===== src/rtl/mem_io_ctrl_if.sv =====
// Host request / memory bus bundle for mem_io_ctrl.
// The master modport is the sequencer. The slave modport is the host and
// memory side that drives requests and answers bus cycles.
interface mem_io_ctrl_if #(
    parameter int ADDR_W = 8,
    parameter int DATA_W = 16
);
    // host side
    logic              start_rd;
    logic              start_wr;
    logic              clear;
    logic [ADDR_W-1:0] addr;
    logic [DATA_W-1:0] wdata;
    logic [11:0]       state;
    logic [DATA_W-1:0] rdata;
    logic              busy;
    logic              timeout_err;
    // memory side
    logic [ADDR_W-1:0] mem_addr;
    logic [DATA_W-1:0] mem_wdata;
    logic [DATA_W-1:0] mem_rdata;
    logic              mem_cs;
    logic              mem_oe;
    logic              mem_we;
    logic              mem_ready;

    modport master (
        input  start_rd, start_wr, clear, addr, wdata, mem_rdata, mem_ready,
        output state, rdata, busy, timeout_err,
        output mem_addr, mem_wdata, mem_cs, mem_oe, mem_we
    );

    modport slave (
        output start_rd, start_wr, clear, addr, wdata, mem_rdata, mem_ready,
        input  state, rdata, busy, timeout_err,
        input  mem_addr, mem_wdata, mem_cs, mem_oe, mem_we
    );
endinterface


===== src/rtl/mem_io_ctrl.sv =====
// Memory access sequencer. It runs single read or write transactions through
// fixed bus phases and waits for mem_ready with a timeout. The one-hot state
// is published for the hex display, and the last read word is held for the
// same display.
module mem_io_ctrl #(
    parameter int ADDR_W  = 8,
    parameter int DATA_W  = 16,
    parameter int TIMEOUT = 255
) (
    input  logic           clk,
    input  logic           rst,
    mem_io_ctrl_if.master  bus
);
    localparam int CNT_W = $clog2(TIMEOUT + 1);
    localparam logic [CNT_W-1:0] CNT_LAST = CNT_W'(TIMEOUT - 1);
    localparam logic [CNT_W-1:0] CNT_MAX  = CNT_W'(TIMEOUT);

    typedef enum logic [11:0] {
        IDLE       = 12'h001,
        READ_ST0   = 12'h002,
        READ_ST1   = 12'h004,
        READ_ST2   = 12'h008,
        READ_WAIT  = 12'h010,
        READ_DONE  = 12'h020,
        WRITE_ST0  = 12'h040,
        WRITE_ST1  = 12'h080,
        WRITE_ST2  = 12'h100,
        WRITE_ST3  = 12'h200,
        WRITE_ST4  = 12'h400,
        WRITE_WAIT = 12'h800
    } state_t;

    // Bus strobe masks over the one-hot state bits.
    localparam logic [11:0] CS_MASK = 12'hFDE; // read ST0..WAIT and all write states
    localparam logic [11:0] OE_MASK = 12'h01C; // READ_ST1, READ_ST2, READ_WAIT
    localparam logic [11:0] WE_MASK = 12'h300; // WRITE_ST2, WRITE_ST3

    state_t            state_q, state_next;
    logic [CNT_W-1:0]  cnt_q;
    logic [ADDR_W-1:0] addr_q;
    logic [DATA_W-1:0] wdata_q;
    logic [DATA_W-1:0] rdata_q;
    logic              terr_q;
    logic              cs_q, oe_q, we_q;
    logic              take_rd, take_wr, capture, abort, cnt_clr, cnt_inc;
    logic              cs_next, oe_next, we_next;

    // Next-state and datapath control decode. The strobes come from the next state.
    always_comb begin
        // NOTE: every signal gets a default first, so no path leaves one unassigned and infers a latch.
        state_next = state_q;
        take_rd    = 1'b0;
        take_wr    = 1'b0;
        capture    = 1'b0;
        abort      = 1'b0;
        cnt_clr    = 1'b0;
        cnt_inc    = 1'b0;
        case (state_q)
            IDLE: begin
                if (bus.start_rd) begin
                    state_next = READ_ST0;
                    take_rd    = 1'b1;
                end else if (bus.start_wr) begin
                    state_next = WRITE_ST0;
                    take_wr    = 1'b1;
                end
            end
            READ_ST0:  state_next = READ_ST1;
            READ_ST1:  state_next = READ_ST2;
            READ_ST2: begin
                state_next = READ_WAIT;
                cnt_clr    = 1'b1;
            end
            READ_WAIT: begin
                if (bus.mem_ready) begin
                    state_next = READ_DONE;
                    capture    = 1'b1;
                end else if (cnt_q == CNT_LAST) begin
                    state_next = IDLE;
                    abort      = 1'b1;
                end else begin
                    cnt_inc = 1'b1;
                end
            end
            READ_DONE: if (bus.clear) state_next = IDLE;
            WRITE_ST0: state_next = WRITE_ST1;
            WRITE_ST1: state_next = WRITE_ST2;
            WRITE_ST2: state_next = WRITE_ST3;
            WRITE_ST3: state_next = WRITE_ST4;
            WRITE_ST4: begin
                state_next = WRITE_WAIT;
                cnt_clr    = 1'b1;
            end
            WRITE_WAIT: begin
                if (bus.mem_ready) begin
                    state_next = IDLE;
                end else if (cnt_q == CNT_LAST) begin
                    state_next = IDLE;
                    abort      = 1'b1;
                end else begin
                    cnt_inc = 1'b1;
                end
            end
            default: state_next = IDLE; // any non-one-hot encoding recovers to IDLE
        endcase
        cs_next = |(state_next & CS_MASK);
        oe_next = |(state_next & OE_MASK);
        we_next = |(state_next & WE_MASK);
    end

    // State register.
    always_ff @(posedge clk) begin
        // NOTE: sequential state uses non-blocking assignments, so every flop samples pre-edge values.
        if (rst) state_q <= IDLE;
        else     state_q <= state_next;
    end

    // Request latches, read capture, sticky timeout flag, wait counter and registered strobes.
    always_ff @(posedge clk) begin
        if (rst) begin
            addr_q  <= '0;
            wdata_q <= '0;
            rdata_q <= '0;
            terr_q  <= 1'b0;
            cnt_q   <= '0;
            cs_q    <= 1'b0;
            oe_q    <= 1'b0;
            we_q    <= 1'b0;
        end else begin
            if (take_rd || take_wr) begin
                addr_q <= bus.addr;
                terr_q <= 1'b0;
            end
            if (take_wr) wdata_q <= bus.wdata;
            if (capture) rdata_q <= bus.mem_rdata;
            if (abort)   terr_q  <= 1'b1;
            if (cnt_clr)                        cnt_q <= '0;
            else if (cnt_inc && cnt_q != CNT_MAX) cnt_q <= cnt_q + 1'b1;
            cs_q <= cs_next;
            oe_q <= oe_next;
            we_q <= we_next;
        end
    end

    assign bus.state       = state_q;
    assign bus.busy        = ~state_q[0];
    assign bus.rdata       = rdata_q;
    assign bus.timeout_err = terr_q;
    assign bus.mem_addr    = addr_q;
    assign bus.mem_wdata   = wdata_q;
    assign bus.mem_cs      = cs_q;
    assign bus.mem_oe      = oe_q;
    assign bus.mem_we      = we_q;
endmodule


===== src/flat_wrapper.sv =====
// flat-port wrapper written by rule: the top's interface ports become plain ports
module mem_io_ctrl_flat 
#(
    parameter int ADDR_W  = 8,
    parameter int DATA_W  = 16,
    parameter int TIMEOUT = 255
)
  (clk, rst, bus_start_rd, bus_start_wr, bus_clear, bus_addr, bus_wdata, bus_mem_rdata, bus_mem_ready, bus_state, bus_rdata, bus_busy, bus_timeout_err, bus_mem_addr, bus_mem_wdata, bus_mem_cs, bus_mem_oe, bus_mem_we);
  mem_io_ctrl_if #(.ADDR_W(ADDR_W), .DATA_W(DATA_W)) bus_i ();
  input  logic clk;
  input  logic rst;
  input wire logic [$bits(bus_i.start_rd)-1:0] bus_start_rd;
  input wire logic [$bits(bus_i.start_wr)-1:0] bus_start_wr;
  input wire logic [$bits(bus_i.clear)-1:0] bus_clear;
  input wire logic [$bits(bus_i.addr)-1:0] bus_addr;
  input wire logic [$bits(bus_i.wdata)-1:0] bus_wdata;
  input wire logic [$bits(bus_i.mem_rdata)-1:0] bus_mem_rdata;
  input wire logic [$bits(bus_i.mem_ready)-1:0] bus_mem_ready;
  output wire logic [$bits(bus_i.state)-1:0] bus_state;
  output wire logic [$bits(bus_i.rdata)-1:0] bus_rdata;
  output wire logic [$bits(bus_i.busy)-1:0] bus_busy;
  output wire logic [$bits(bus_i.timeout_err)-1:0] bus_timeout_err;
  output wire logic [$bits(bus_i.mem_addr)-1:0] bus_mem_addr;
  output wire logic [$bits(bus_i.mem_wdata)-1:0] bus_mem_wdata;
  output wire logic [$bits(bus_i.mem_cs)-1:0] bus_mem_cs;
  output wire logic [$bits(bus_i.mem_oe)-1:0] bus_mem_oe;
  output wire logic [$bits(bus_i.mem_we)-1:0] bus_mem_we;
  assign bus_i.start_rd = bus_start_rd;
  assign bus_i.start_wr = bus_start_wr;
  assign bus_i.clear = bus_clear;
  assign bus_i.addr = bus_addr;
  assign bus_i.wdata = bus_wdata;
  assign bus_i.mem_rdata = bus_mem_rdata;
  assign bus_i.mem_ready = bus_mem_ready;
  assign bus_state = bus_i.state;
  assign bus_rdata = bus_i.rdata;
  assign bus_busy = bus_i.busy;
  assign bus_timeout_err = bus_i.timeout_err;
  assign bus_mem_addr = bus_i.mem_addr;
  assign bus_mem_wdata = bus_i.mem_wdata;
  assign bus_mem_cs = bus_i.mem_cs;
  assign bus_mem_oe = bus_i.mem_oe;
  assign bus_mem_we = bus_i.mem_we;
  mem_io_ctrl #(.ADDR_W(ADDR_W), .DATA_W(DATA_W), .TIMEOUT(TIMEOUT)) u_core (.clk(clk), .rst(rst), .bus(bus_i));
endmodule

===== config.mk =====
export PLATFORM = sky130hd
export DESIGN_NAME = mem_io_ctrl_flat
export DESIGN_NICKNAME = d
export VERILOG_FILES = /design/src/rtl/mem_io_ctrl_if.sv /design/src/rtl/mem_io_ctrl.sv /design/src/flat_wrapper.sv
export SDC_FILE = /design/constraint.sdc
export NUM_CORES = 1
export LEC_CHECK = 0
export BUFFER_PORTS_ARGS = -buffer_cell sky130_fd_sc_hd__buf_2
export CAP_MARGIN = 20
export CORE_AREA = 4 4 83 85
export DETAILED_ROUTE_END_ITERATION = 10
export DIE_AREA = 0 0 87 89
export GPL_TIMING_DRIVEN = 0
export PLACE_DENSITY = 0.82
export SYNTH_ARGS = -nofsm -noshare
export SYNTH_HDL_FRONTEND = slang
export SYNTH_SLANG_ARGS = --single-unit

===== constraint.sdc =====
create_clock -name clk -period 2.27 [get_ports clk]
set_clock_uncertainty 0.2 [all_clocks]
set_input_delay 0.1135 -clock clk [delete_from_list [all_inputs] [get_ports clk]]
set_output_delay 0.1135 -clock clk [all_outputs]
set_load 0.005 [all_outputs]

# Yosys cells after proc, flatten, opt, wreduce, memory -nomap -nowiden
# Index checks and enable logic that the tools add are counted.
# Widths: inputs -> output; s select.
# word_totals
ff_bits,64
input_bits,46
output_inout_bits,57
# classes
reduce_logical,10
n_bitwise,1
n_mux,23
add_sub_neg,1
eq_ne,16
# ops
cell,count
$pmux 12 s12,1
$mux 12,6
$mux 1,16
$eq 12x1->1 const B,1
$eq 12x10->1 const B,1
$eq 12x11->1 const B,1
$eq 12x12->1 const B,1
$eq 12x2->1 const B,1
$eq 12x3->1 const B,1
$eq 12x4->1 const B,1
$eq 12x5->1 const B,1
$eq 12x6->1 const B,1
$eq 12x7->1 const B,1
$eq 12x8->1 const B,1
$eq 12x9->1 const B,1
$reduce_or 10->1,1
$add 8x1->8 const B,1
$eq 8x8->1 const B,1
$ne 8x8->1 const B,1
$reduce_or 2->1,4
$ne 3x3->1 const B,1
$reduce_or 3->1,1
$ne 2x2->1 const B,1
$reduce_and 2->1,1
4 further kinds,4

# Longest topological paths before layout
# logic_depth
depth_word,6
depth_mapped,8

# Worst setup path after synthesis
# OpenSTA, ideal clock, no wires.
# synth_path
path_kind,register to register
from,register u_core.state_q[4] (netlist: u_core.bus.state[4])
to,register u_core.cnt_q[3]
path_stages_with_launch,8
setup_slack_ps,-104
synth_period_minus_slack_ps,2374
arrival_time_ps,2049
required_time_ps,1945
cell_sequence,dfxtp_1 > clkbuf_1 > or4_1 > or3_1 > nor4b_1 > or3_1 > buf_2 > a21oi_1
# synth_via
elab_chain_len,4
elab_cells_between_ends,10
classes_between,eq/ne (4); mux (2); reduce/logical (4)
# synth_rtl
item,line_no,rtl
start: declaration,mem_io_ctrl.sv:38,"state_t state_q, state_next;"
start signal: assignment,mem_io_ctrl.sv:115,else state_q <= state_next;
"$eq 12x4->1, or another cell as far along",mem_io_ctrl.sv:58,case (state_q)
$reduce_or 2->1 (no line),-,
$mux 1 (on tied branches),-,
$reduce_or 2->1 (no line) or $logic_and 1x1->1 (tied branches),-,
end signal: assignment,mem_io_ctrl.sv:138,else if (cnt_inc && cnt_q != CNT_MAX) cnt_q <= cnt_q + 1'b1;
end: declaration,mem_io_ctrl.sv:39,logic [CNT_W-1:0] cnt_q;
# Parallel ways exist; a longest one is shown, timed or not.
# A chain may end at the register's enable or synchronous reset.

# Worst setup path in the final report
# layout_path
from,register u_core.state_q[1] (netlist: u_core.bus.state[1])
to,register u_core.cnt_q[7]
# Same word-level chain as after synthesis.

==> summary.txt <==
Timing
  – Worst hold slack: around 0.12 ns
  – Final min period: between 2 and 2.5 ns
  – RSZ-0062 raised after global routing: true
  – Final Slew Violations: 0
  – Crit share post-route: 1.012
  – Slew HR: 0.6736
  – Slew @ Worst Pin: just under 0.5 ns
  – Setup ws final: -0.02620 ns
  – Fmax: approximately 440 MHz
  – Final setup viols: 4
  – Final Hold Fails: 0

CTS
  – H-tree depth reported by CTS: 3
  – Clock Path Buffers: 2
  – CTS tree: built
  – CTS clk-pin slew, worst paths: 0.07 ns
  – CTS sink count: 64
  – Root Driver: clkbuf_8
  – Clock latency on the worst-skew pair: 0.35 ns
  – CTS Buf Count: 9

Final layout
  – ANT cells: 0
  – FILL cells: 491
  – Share of cells above drive strength 1: 0.3434
  – P&R area growth vs syn: 53.37%
  – Layout net count: approximately 510
  – Fin area: about 0.004 sq mm
  – Fin util: 0.6606

Placed design
  – RePlAce Congestion: just over 0.8
  – Port-buffer cells: between 100 and 150
  – DPL Wire Length: ~4900 microns
  – Area post-placement: about 0.0033 sq mm

Synthesis
  – Cell variety after synth: 44
  – Post-synthesis sequential area ratio: 0.4794
  – Post-synthesis cell area: around 0.0027 sq mm
  – Async SR Flop Fraction: 0
  – Top-count cell post-synth: dfxtp_1
  – Post-synth top area share: 0.4794
  – Post-synth top flop: dfxtp_1
  – Syn Nets: about 340
  – Post-Syn Instances: 295
  – Seq cells post-synth: 64
  – Yosys warning count: 0
  – Synth top cells by count: dfxtp_1 (64), nor2_1 (44), nand2_1 (36)
  – Post-synth EDFFs: 0
  – Main area contributors after synthesis: dfxtp_1 (48%), mux2i_1 (9.4%), nor2_1 (6.2%)
  – Cell taking the most area after synthesis: dfxtp_1
  – Avg Cell Area, Syn: about 9.1 sq um

Critical path
  – Slowest stage cell, crit path: or4_4
  – Crit Path Max Fanout: 8
  – CP Launch Type: flip-flop
  – Worst Path Arrival: 2.32 ns
  – Bufs and invs on worst path: 1
  – Req. time, crit path: 2.29 ns
  – Setup CP Type: flip-flop to flip-flop
  – Critical Path, Cell by Cell: or4_4 > or3_4 > nor4b_4 > or3_1 > buf_6 > a21oi_1
  – Crit-path max cell delay: around 0.6 ns
  – Crit-path leading delay family: simple AND/OR/NAND/NOR gates
  – Crit end category: flip-flop

GRT
  – Largest net degree at the start of global routing: 13
  – Initial antenna violation count: 0
  – Grt ovf: 0
  – First-pass GRT wire length: 12760 microns
  – Vias in the first global route: approximately 2700
  – Gr usage total: 0.2097

Power
  – Sequential power share: 0.436
  – P_int: just over 0.002 W
  – Sw power: approximately 0.00073 W
  – Total power: roughly 0.0028 W
  – Comb power frac: 0.179
  – Peak VDD IR: just under 500 uV
  – Clock network fraction of total power: 0.385
  – Pwr Density: slightly below 700 mW/mm^2
  – Sw frac: 0.2612
  – Pleak: approximately 1.9 nW

Floorplan
  – Chip height: around 90 microns
  – FP Rows: 29
  – Initial core utilization: 0.4307
  – Io pins: roughly 100
  – Die width: around 87 microns
  – Die ar.: 0.007743 sq mm
  – Area of the core: 0.006205 sq mm

Routing
  – Vias: ~2700
  – Drt first pass iters: 5
  – Antenna Nets Post-Route: 0
  – Initial DRC Count: about 180
  – # DRC: 0
  – DR WL/cell: about 14 microns
  – Vias per cell: about 5
  – Wirelength, routed: 7797 microns

Worst hold path
  – HP Class: primary input to flip-flop

Outcome
  – Status: finished with violations
  – Violated checks: negative setup slack

Run
  – Max_cap viols: 0
==> layout make-up <==
cell class,instances,area [sq um],area share
repair buffers,155,1021,0.2491
inverters,7,26.28,0.006410
multi-input cells,209,1374,0.3352
flip-flops and latches,64,1299,0.3169
clock buffers,9,123.9,0.03022
clock inverters,7,95.09,0.02320
well taps,77,96.34,0.02350
plain buffers,12,63.81,0.01557
==> flip-flops by register name, indices dropped and copies added (netlist names) <==
name	count
u_core.cnt_q	8
u_core.bus.mem_wdata	16
u_core.bus.mem_we	1
u_core.bus.mem_cs	1
u_core.bus.timeout_err	1
u_core.bus.state	12
u_core.bus.mem_addr	8
u_core.bus.rdata	16
u_core.bus.mem_oe	1
==> per-layer routing <==
layer / global-route usage / wire length [microns] / vias to the layer above
li1: - / - / 1356
met1: 0.2379 / 3100 / 1220
met2: 0.3637 / 3995 / 99
met3: 0.07097 / 606 / 12
met4: 0.08215 / 95 / 0
met5: 0 / 0 / -
==> path summary, 6_finish.rpt <==
check                         end  cells after the start  slack, ns                start
min reg2reg   u_core.bus.rdata[0]                      2       0.26  u_core.bus.rdata[0]
max               u_core.cnt_q[7]                      6      -0.03  u_core.bus.state[1]
max reg2reg       u_core.cnt_q[7]                      6      -0.03  u_core.bus.state[1]
min          u_core.bus.state[10]                      3       0.12                  rst
==> kinds of logic (layout without fill, tap and decap cells) <==
| kind of cell | after synthesis | after routing | share of synthesized area |
|---|---|---|---|
| buf+inv | 22 | 190 | 0.03604 |
| mux | 25 | 25 | 0.09363 |
| compound gates | 44 | 44 | 0.1007 |
| xor+xnor | 8 | 8 | 0.02622 |
| fa+ha+maj | 2 | 2 | 0.009362 |
| flops | 64 | 64 | 0.4794 |
| simple gates | 130 | 130 | 0.2547 |
==> power groups by stage <==
stage | Sequential [W] | Combinational, W | Clock [W]
after global routing | 0.00122 | 0.000550 | 0.00116
after global placement | 0.00124 | 0.000384 | 0
after detailed placement | 0.00124 | 0.000391 | 0
after floorplan | 0.00124 | 0.000238 | 0
final | 0.00122 | 0.000500 | 0.00107
after CTS | 0.00121 | 0.000486 | 0.00110
==> cells in the final DEF (no fill, tap or decap), types with 2 or more instances in the layout <==
master and instances:
mux2i_1 25, o21ai_1 2, and4b_1 2, o31ai_1 3
dfxtp_1 56, nor4_1 3, o21ai_0 4, or2_1 3
and3_1 2, buf_2 102, xnor2_1 3, and4_1 4
clkinv_2 2, a21oi_2 3, clkbuf_2 2, nand4_1 2
nand3_1 4, a21oi_1 23, or3_1 4, bufinv_16 2
dfxtp_2 5, inv_1 6, nor2_2 3, or4_1 3
buf_4 12, clkbuf_1 6, nand2_1 36, dfxtp_4 3
xor2_1 5, clkbuf_8 9, or4_4 4, dlygate4sd3_1 44
ha_1 2, nor3_1 3, nand4b_1 2, nor2_1 41
a31oi_1 3
==> repair_timing <==
action                                  CTS  global route
hold buffers                             44             0
gates resized for setup                  22             9
endpoints found under the setup margin   42            40
hold endpoints to repair                 43             0
pin swaps                                 9             6
setup buffers                             8             2
cloned                                    0             0
==> per-stage QoR <==
stage / setup TNS (ns) / setup slack, ns / std cells
3_5_place_dp: -7.145 / -0.2379 / 473
4_1_cts: -0.008218 / -0.002779 / 539
5_1_grt: -1.225 / -0.1010 / 540
3_3_place_gp: -6.123 / -0.2177 / 473
2_1_floorplan: -0.01232 / -0.004112 / 295
6_report: -0.03111 / -0.02620 / 540
==> tightest hold or removal path: stages <==
cell	delay [ns]
clkbuf_1	0.19
nor2_1	0.18
and3_1	0.16
Note: power is estimated with default switching activity, not from simulation.
